==> src/rtl/frog_sprite_render.sv <==
// frog_sprite_render
//   Pixel stage that sits directly behind a 640x480 timing generator. It
//   draws a single square "frog" sprite over a flat background. The frog
//   hops one grid step per frame tick in response to the four direction
//   buttons. Position changes only at the start of vertical blanking, so a
//   visible frame never tears. Colour and syncs leave two cycles after
//   sx/sy/de/sync arrive, and they stay mutually aligned.
//
// Ports
//   clk_pix, rst_pix_n        pixel clock; synchronous active-low reset
//   sx, sy                    screen position from the timing generator
//   de, hsync, vsync          data enable and negative-polarity syncs
//   btn_up/down/left/right    button levels, already synchronised to clk_pix
//   vga_r, vga_g, vga_b       4-bit colour, black outside the active area
//   vga_hs, vga_vs, vga_de    syncs and enable delayed to match the colour
//   frog_x, frog_y            current top-left corner of the frog
//   hop_busy                  high while the hop animation/cooldown runs
module frog_sprite_render #(
    parameter int          SPRITE_SIZE = 32,
    parameter int          STEP        = 32,
    parameter int          HOP_FRAMES  = 8,
    parameter int          X_INIT      = 304,
    parameter int          Y_INIT      = 448,
    parameter logic [11:0] BG_COLOR    = 12'h262,
    parameter logic [11:0] FROG_COLOR  = 12'h0F0,
    parameter logic [11:0] HOP_COLOR   = 12'hFF0
) (
    input  logic       clk_pix,
    input  logic       rst_pix_n,
    input  logic [9:0] sx,
    input  logic [9:0] sy,
    input  logic       de,
    input  logic       hsync,
    input  logic       vsync,
    input  logic       btn_up,
    input  logic       btn_down,
    input  logic       btn_left,
    input  logic       btn_right,
    output logic [3:0] vga_r,
    output logic [3:0] vga_g,
    output logic [3:0] vga_b,
    output logic       vga_hs,
    output logic       vga_vs,
    output logic       vga_de,
    output logic [9:0] frog_x,
    output logic [9:0] frog_y,
    output logic       hop_busy
);

    localparam logic [10:0] STEP_W   = 11'(STEP);
    localparam logic [10:0] SIZE_W   = 11'(SPRITE_SIZE);
    localparam logic [10:0] X_MAX    = 11'(640 - SPRITE_SIZE);
    localparam logic [10:0] Y_MAX    = 11'(480 - SPRITE_SIZE);
    localparam logic [9:0]  X_INIT_W = 10'(X_INIT);
    localparam logic [9:0]  Y_INIT_W = 10'(Y_INIT);
    localparam logic [7:0]  HOP_LOAD = 8'(HOP_FRAMES - 1);

    typedef enum logic {IDLE, HOP} state_t;

    // ------------------------------------------------------------------
    // Frame tick: first pixel of the first blanking line.
    // ------------------------------------------------------------------
    logic tick;
    assign tick = (sx == 10'd0) && (sy == 10'd480);

    // ------------------------------------------------------------------
    // Button capture. Bit order is {up, down, left, right}.
    // The edge detector is disarmed for the first cycle after reset. This
    // keeps a button held through reset from looking like a fresh press.
    // ------------------------------------------------------------------
    logic [3:0] btn_now;
    logic [3:0] btn_q;
    logic [3:0] req;
    logic       armed;
    logic [3:0] rise;

    assign btn_now = {btn_up, btn_down, btn_left, btn_right};
    assign rise    = btn_now & ~btn_q & {4{armed}};

    // NOTE: sequential state uses non-blocking (<=) assignments so that every
    // register samples the pre-edge value of every other register.
    always_ff @(posedge clk_pix) begin
        if (!rst_pix_n) begin
            btn_q <= '0;
            req   <= '0;
            armed <= 1'b0;
        end else begin
            btn_q <= btn_now;
            armed <= 1'b1;
            // Requests are evaluated on the tick, so they are dropped after it.
            if (tick) req <= '0;
            else      req <= req | rise;
        end
    end

    // ------------------------------------------------------------------
    // Move selection: only the highest-priority pending request is
    // considered. If it is illegal, no move happens this frame.
    // ------------------------------------------------------------------
    logic [10:0] x_w, y_w;
    logic        move_ok;
    logic [9:0]  move_x, move_y;

    assign x_w = {1'b0, frog_x};
    assign y_w = {1'b0, frog_y};

    // NOTE: every signal written here gets a default first, so no path
    // leaves it unassigned and no latch is inferred.
    always_comb begin
        move_ok = 1'b0;
        move_x  = frog_x;
        move_y  = frog_y;
        if (req[3]) begin
            if (y_w >= STEP_W) begin
                move_ok = 1'b1;
                move_y  = 10'(y_w - STEP_W);
            end
        end else if (req[2]) begin
            if (y_w + STEP_W <= Y_MAX) begin
                move_ok = 1'b1;
                move_y  = 10'(y_w + STEP_W);
            end
        end else if (req[1]) begin
            if (x_w >= STEP_W) begin
                move_ok = 1'b1;
                move_x  = 10'(x_w - STEP_W);
            end
        end else if (req[0]) begin
            if (x_w + STEP_W <= X_MAX) begin
                move_ok = 1'b1;
                move_x  = 10'(x_w + STEP_W);
            end
        end
    end

    // ------------------------------------------------------------------
    // Hop FSM: IDLE accepts a move on a tick. HOP counts ticks down and
    // ignores requests.
    // ------------------------------------------------------------------
    state_t     state, state_next;
    logic [7:0] hop_cnt, hop_cnt_next;
    logic [9:0] frog_x_next, frog_y_next;

    always_ff @(posedge clk_pix) begin
        if (!rst_pix_n) begin
            state   <= IDLE;
            hop_cnt <= '0;
            frog_x  <= X_INIT_W;
            frog_y  <= Y_INIT_W;
        end else begin
            state   <= state_next;
            hop_cnt <= hop_cnt_next;
            frog_x  <= frog_x_next;
            frog_y  <= frog_y_next;
        end
    end

    always_comb begin
        state_next   = state;
        hop_cnt_next = hop_cnt;
        frog_x_next  = frog_x;
        frog_y_next  = frog_y;
        case (state)
            IDLE: begin
                if (tick && move_ok) begin
                    frog_x_next  = move_x;
                    frog_y_next  = move_y;
                    hop_cnt_next = HOP_LOAD;
                    state_next   = HOP;
                end
            end
            HOP: begin
                // Leaving HOP consumes this tick, so no move happens on it.
                if (tick) begin
                    if (hop_cnt == 8'd0) state_next   = IDLE;
                    else                 hop_cnt_next = hop_cnt - 8'd1;
                end
            end
            default: state_next = IDLE;
        endcase
    end

    assign hop_busy = (state == HOP);

    // ------------------------------------------------------------------
    // Stage 1: hit test against the current frog position, plus the
    // delayed timing signals.
    // ------------------------------------------------------------------
    logic [10:0] sx_w, sy_w;
    logic        hit;
    logic        hit_q, hop_q, de_q, hs_q, vs_q;

    assign sx_w = {1'b0, sx};
    assign sy_w = {1'b0, sy};
    assign hit  = (sx_w >= x_w) && (sx_w < x_w + SIZE_W) &&
                  (sy_w >= y_w) && (sy_w < y_w + SIZE_W);

    always_ff @(posedge clk_pix) begin
        if (!rst_pix_n) begin
            hit_q <= 1'b0;
            hop_q <= 1'b0;
            de_q  <= 1'b0;
            hs_q  <= 1'b1;
            vs_q  <= 1'b1;
        end else begin
            hit_q <= hit;
            hop_q <= hop_busy;
            de_q  <= de;
            hs_q  <= hsync;
            vs_q  <= vsync;
        end
    end

    // ------------------------------------------------------------------
    // Stage 2: colour select and output registers.
    // ------------------------------------------------------------------
    logic [11:0] pix;

    always_comb begin
        pix = 12'h000;
        if (de_q) begin
            if (hit_q) pix = hop_q ? HOP_COLOR : FROG_COLOR;
            else       pix = BG_COLOR;
        end
    end

    always_ff @(posedge clk_pix) begin
        if (!rst_pix_n) begin
            vga_r  <= 4'h0;
            vga_g  <= 4'h0;
            vga_b  <= 4'h0;
            vga_de <= 1'b0;
            vga_hs <= 1'b1;
            vga_vs <= 1'b1;
        end else begin
            vga_r  <= pix[11:8];
            vga_g  <= pix[7:4];
            vga_b  <= pix[3:0];
            vga_de <= de_q;
            vga_hs <= hs_q;
            vga_vs <= vs_q;
        end
    end

endmodule

==> config.mk <==
export PLATFORM = sky130hd
export DESIGN_NAME = frog_sprite_render
export DESIGN_NICKNAME = d
export VERILOG_FILES = /design/src/rtl/frog_sprite_render.sv
export SDC_FILE = /design/constraint.sdc
export NUM_CORES = 1
export LEC_CHECK = 0
export BUFFER_PORTS_ARGS = -buffer_cell sky130_fd_sc_hd__buf_4
export CORE_MARGIN = 1.5
export CORE_UTILIZATION = 55
export CTS_CLUSTER_DIAMETER = 120
export DETAILED_ROUTE_END_ITERATION = 12
export GPL_ROUTABILITY_DRIVEN = 0
export PLACE_DENSITY = 0.82
export REMOVE_ABC_BUFFERS = 1
export SYNTH_ARGS = -nofsm -noshare
export SYNTH_HDL_FRONTEND = slang
export SYNTH_SLANG_ARGS = --single-unit
==> constraint.sdc <==
create_clock -name clk_pix -period 6 [get_ports clk_pix]
set_input_delay 1.2 -clock clk_pix [delete_from_list [all_inputs] [get_ports clk_pix]]
set_output_delay 1.2 -clock clk_pix [all_outputs]
set_load 0.01 [all_outputs]
==> impl_metrics.json, run 1 <==
{
  "root_buffer": "clkbuf_8",
  "yosys_most_used_dff": "dfxtp_1",
  "reg2reg_setup_slack_ps": 3420,
  "grt_pass1_vias": 1956,
  "ant_nets": 0,
  "std_cell_rows": 25,
  "p_leak_nw": 1.400,
  "grt_pass1_wl_mm": 8.638,
  "hold_class": "flip-flop to flip-flop",
  "dieHeight_um": 72.86,
  "cts_tree": "built",
  "finalNetCount": 409,
  "antenna_found_initial": 0,
  "max_freq_ghz": 0.3701,
  "synth_edf_count": 0,
  "synth_area_per_cell_um2": 8.630,
  "core_area_um2": 4723,
  "num_antenna_cells": 0,
  "reg2reg_depth": 10,
  "timing.setup.tns_ps": 0,
  "cp-end-kind": "flip-flop",
  "fin_crit_ps": 2702,
  "ioPinCount": 65,
  "grt_setup_unrepaired": "no",
  "cts_buffer_depth": 2,
  "critical_path.max_fanout": 8,
  "wl_per_cell_um": 12.58,
  "synth_warnings": 0,
  "area_growth_pct": 16.13,
  "power_density_nw_per_um2": 181.1,
  "clk_pin_slew_ps": 80,
  "peakVddDrop_uv": 147.8,
  "arrival_ps": 2930,
  "gr-total-overflow": 0,
  "rr_endpoint": "hit_q",
  "viasPerCell": 5.287,
  "critical_path.startpoint_type": "primary input",
  "cts_setup_buffers": 0,
  "synth_cells": 311,
  "port_buffers": 51,
  "worst_pin_slew_ps": 767.8,
  "ys_seq_elements": 41,
  "ctsHoldBuffers": 0,
  "cts_resized": 0,
  "htree_levels": 2,
  "fp.dieArea_um2": 5308,
  "period_share_pct": 45.03,
  "clock_sinks": 41,
  "synth_cell_types": 59,
  "hold_viol": 0,
  "gr-usage-all-layers_pct": 20.70,
  "slew_headroom_pct": 48.10,
  "synth.area.top_cells": "dfxtp_1 (31%), ha_1 (12%), buf_4 (5.0%)",
  "power.total_uw": 564.3,
  "drt_iter0_markers": 77,
  "route.detailed.drc": 0,
  "finalSetupViolCount": 0,
  "dp_hpwl_mm": 4.023,
  "totalWireLength_mm": 5.308,
  "die_w_um": 72.86,
  "clk_latency_ps": 290,
  "synth_top_area_share_pct": 30.58,
  "crit_start": "sx[0]",
  "async_flop_share_pct": 0,
  "r2r-start": "frog_x[6]",
  "syn_area_um2": 2684,
  "ys_seq_area_share_pct": 30.58,
  "crit_required_ps": 6230,
  "run_status": "completed",
  "grt_max_degree": 28,
  "vias": 2231,
  "critical_path_class": "primary input to flip-flop",
  "synth_top_area_cell": "dfxtp_1",
  "cts_buffers": 5,
  "finClkSkew_ps": 6.262,
  "slew_viol_final": 0,
  "drv_cap": 0,
  "initial_core_util_pct": 56.82,
  "drive_gt1_share_pct": 20.85,
  "setup.worst_path.end": "frog_x[7]",
  "drt-pass1-iter-count": 4,
  "fillerInstances": 416
}
==> stage by stage <==
step                      util [%]  hold slack, ps  std cells  cell area, um2  setup WS [ps]
after floorplan                  -           386.3        296            2534           3216
after global placement       63.52           390.5        414            3000           3006
after detailed placement     63.52           391.7        414            3000           2989
after CTS                    65.99           409.6        422            3117           3297
after global routing         65.99           424.2        422            3117           3180
final                        65.99           408.5        422            3117           3298
==> synthesized netlist by cell type, types with 3 or more instances <==
cell type / number
nor4_1: 5
or3_1: 5
ha_1: 26
a211oi_1: 3
nand2b_1: 7
nor3_1: 7
o21ai_0: 10
and3_1: 5
a31oi_1: 5
nor2_1: 18
mux2i_1: 3
dfxtp_1: 41
o21a_1: 5
or4_4: 3
nand3_1: 9
clkbuf_1: 3
o21ai_1: 3
xnor2_1: 9
a21o_1: 6
and2_1: 7
a21oi_1: 18
inv_1: 24
nor2b_1: 3
nand2_1: 25
buf_4: 18
==> critical path, cell delays in order <==
cell	delay [ps]
buf_4	110
or4_4	530
nor2_4	150
and3_4	210
o2111ai_4	190
or3_1	390
a21oi_1	140
==> metal layers <==
layer	global-route usage, %	vias up	share of wire (%)
met5	0	-	0
met1	26.37	1022	47
met2	35.37	49	48
met3	3.867	10	3.7
met4	6.499	0	1.4
li1	-	1150	-
==> state kept, by name (all words and copies together), names as in the netlist <==
signal / flops
hop_cnt: 8
frog_x: 5
frog_y: 5
btn_q: 4
req: 4
vga_g: 2
vga_r: 2
armed: 1
de_q: 1
hit_q: 1
hop_busy: 1
hop_q: 1
hs_q: 1
vga_b: 1
vga_de: 1
vga_hs: 1
vga_vs: 1
vs_q: 1
==> how the worst min path moves through the flow <==
| stage | from | endpoint | slack [ps] | cells past startpoint |
|---|---|---|---|---|
| after floorplan | hs_q | vga_hs | 390 | 1 |
| after global placement | vs_q | vga_vs | 390 | 1 |
| after detailed placement | hs_q | vga_hs | 390 | 1 |
| after CTS | hs_q | vga_hs | 410 | 1 |
| after global routing | hs_q | vga_hs | 420 | 1 |
| final | hs_q | vga_hs | 410 | 1 |
==> power by group <==
part / total, mW / switching (mW) / internal [mW]
combinational: 0.0550 / 0.0270 / 0.0280
sequential: 0.284 / 0.00541 / 0.278
clock: 0.226 / 0.0900 / 0.136
total: 0.564 / 0.122 / 0.442
==> cell families (layout without fill, tap and decap cells) <==
| logic type | count (synthesis) | count (layout) | synth area share (%) |
|---|---|---|---|
| other | 2 | 13 | 0.2798 |
| xor gates and xnor gates | 11 | 11 | 3.590 |
| DFF | 41 | 41 | 30.58 |
| muxes | 3 | 3 | 1.119 |
| adders and majority gates | 26 | 26 | 12.12 |
| AOI/OAI and AO/OA | 70 | 70 | 19.07 |
| buffers and inverters | 51 | 84 | 10.63 |
| and+or+nand+nor | 107 | 107 | 22.61 |
==> cells in the final DEF (no fill, tap or decap), drive strengths merged, types with 8 or more instances in the layout <==
cell,Yosys,final
a21oi,18,18
nand2,25,25
nand3,10,10
xnor2,9,9
inv,25,25
nor2,20,20
dfxtp,41,41
ha,26,26
conb,2,13
buf,22,51
nor3,8,8
o21ai,13,13
==> final cells by class <==
type	count	area, um2	area share, %
multi-input cells	230	1619	51.95
flip-flops and latches	41	820.8	26.33
repair buffers	51	382.9	12.28
inverters	25	93.84	3.011
clock buffers	7	86.33	2.770
well taps	67	83.83	2.690
clock inverters	1	30.03	0.9635
Power figures use the tool's default switching activity.
==> run 2: changes to the inputs <==
- CORE_UTILIZATION: 55 -> 49
- PLACE_DENSITY: 0.82 -> 0.77
- clock period: 6 -> 2.45 ns (I/O delays scaled with it)
==> run 2 against run 1 <==
  * Power up 130%
  * Flip-flop and latch count unchanged
  * Utilization down 5.5 points
  * First-iteration DRC count up 2.6%
  * Wire length up 6.9%
  * Hold slack worse by 31 ps
  * Global-route usage down 0.72 points
  * Setup slack worse by 3200 ps
  * Cell count up 2.1%
  * Sequential power up 140%
  * Critical path type is now flip-flop to flip-flop
  * Largest power group unchanged
==> impl_metrics.json, run 2 (synthesis gave the netlist of run 1 again) <==
{
  "arrival_ps": 2520,
  "initial_core_util_pct": 51.56,
  "worst_pin_slew_ps": 551.5,
  "run_status": "completed",
  "grt_pass1_vias": 2139,
  "ant_nets": 0,
  "layout_top_registers": "hop_cnt x8, frog_x x5, frog_y x5",
  "timing.setup.tns_ps": 0,
  "r2r-start": "frog_y[5]",
  "dp.cells": 423,
  "wl_per_cell_um": 13.16,
  "hold_depth": 2,
  "setup.worst_path.end": "hop_cnt[2]",
  "vias": 2311,
  "dieHeight_um": 77.01,
  "grt_setup_unrepaired": "yes",
  "dpl_cell_area_um2": 3049,
  "gr-usage-all-layers_pct": 19.98,
  "critical_path.startpoint_type": "flip-flop",
  "reg2reg_setup_slack_ps": 110,
  "whs_ps": 377.7,
  "final_cell_mix": "buf_4 (57), dfxtp_1 (40), nand2_1 (25), ha_1 (25), inv_1 (24)",
  "period_share_pct": 95.44,
  "fin_area_um2": 3148,
  "hold_class": "primary input to flip-flop",
  "totalWireLength_mm": 5.674,
  "critical_path_class": "flip-flop to flip-flop",
  "grt_pass1_wl_mm": 9.632,
  "port_buffers": 51,
  "cts_buffer_depth": 2,
  "clk_pin_slew_ps": 90,
  "place_ws_ps": 30.37,
  "final_common_cell": "buf_4",
  "slew_viol_final": 0,
  "die_w_um": 77.01,
  "drt-pass1-iter-count": 4,
  "fin_cells": 431,
  "fin_crit_ps": 2338,
  "htree_levels": 2,
  "fp.dieArea_um2": 5931,
  "gr-total-overflow": 0,
  "hold_viol": 0,
  "cts_buffers": 5,
  "root_buffer": "clkbuf_8",
  "peakVddDrop_uv": 394.2,
  "crit_start": "frog_y[5]",
  "clk_latency_ps": 300,
  "finalNetCount": 415,
  "cts_tree": "built",
  "drt_iter0_markers": 79,
  "std_cell_rows": 26,
  "rr_endpoint": "hop_cnt[2]",
  "drv_cap": 0,
  "crit_required_ps": 2640,
  "viasPerCell": 5.362,
  "reg2reg_depth": 7,
  "power_density_nw_per_um2": 403.7,
  "route.detailed.drc": 0,
  "antenna_found_initial": 0,
  "regMostFlops": "hop_cnt",
  "dp_hpwl_mm": 4.286,
  "cp-end-kind": "flip-flop",
  "final_core_util_pct": 60.48,
  "p_leak_nw": 1.413,
  "slew_headroom_pct": 63.23,
  "grt_max_degree": 28,
  "max_freq_ghz": 0.4277,
  "num_antenna_cells": 0,
  "core_area_um2": 5205,
  "layout_setup_ws_ps": 111.8,
  "drive_gt1_share_pct": 22.99,
  "area_growth_pct": 17.30,
  "largest_reg_flops": 8,
  "finClkSkew_ps": 12.04,
  "ctsHoldBuffers": 0,
  "clock_sinks": 41,
  "ioPinCount": 65,
  "finalSetupViolCount": 0,
  "power.total_mw": 1.271,
  "critical_path.max_fanout": 7
}
==> run 2: cell count changes in the layout (fill, tap and decap cells not counted), sizes merged <==
cell	before	now
clkinv	0	2
clkbuf	7	5
buf	51	57
clkinvlp	0	1
bufinv	1	0
==> run 2: per-layer routing <==
layer  GRT usage [%]  wire, um  vias up
li1                -         -     1159
met1           25.91      2679     1084
met2           33.54      2658       63
met3           4.167       299        5
met4           5.455        36        0
met5               0         0        -
==> run 2: worst min path at each step <==
stage	start	end	slack [ps]
after floorplan	hs_q	vga_hs	390
after global placement	hs_q	vga_hs	390
after detailed placement	vs_q	vga_vs	400
after CTS	vsync	vs_q	370
after global routing	hsync	hs_q	370
final	vsync	vs_q	380
==> run 2: power breakdown <==
part	internal (mW)	switching, mW	leakage (nW)
registers	0.682	0.00764	0.334
logic	0.0715	0.0752	1.04
clock network	0.197	0.238	0.0439
==> run 2: timing repair <==
item | CTS | global route
setup buffers | 0 | 0
setup endpoints to repair | 0 | 13
resized for setup | 0 | 3
==> run 2: critical path, cell delays in order (launching register included) <==
cell and delay, ps:
dfxtp_1 400, inv_1 80, ha_1 310, inv_1 60, or4_1 540, o32ai_2 340, a31oi_4 230, o2111a_1 270
==> run 2: cell type report <==
class / count / area [um2]
Timing Repair Buffer: 57 / 427.9
Sequential cell: 41 / 822.0
Clock buffer: 5 / 68.82
Inverter: 25 / 93.84
Tap cell: 70 / 87.58
Clock inverter: 3 / 17.52
Fill cell: 490 / 2057
Multi-Input combinational cell: 230 / 1630
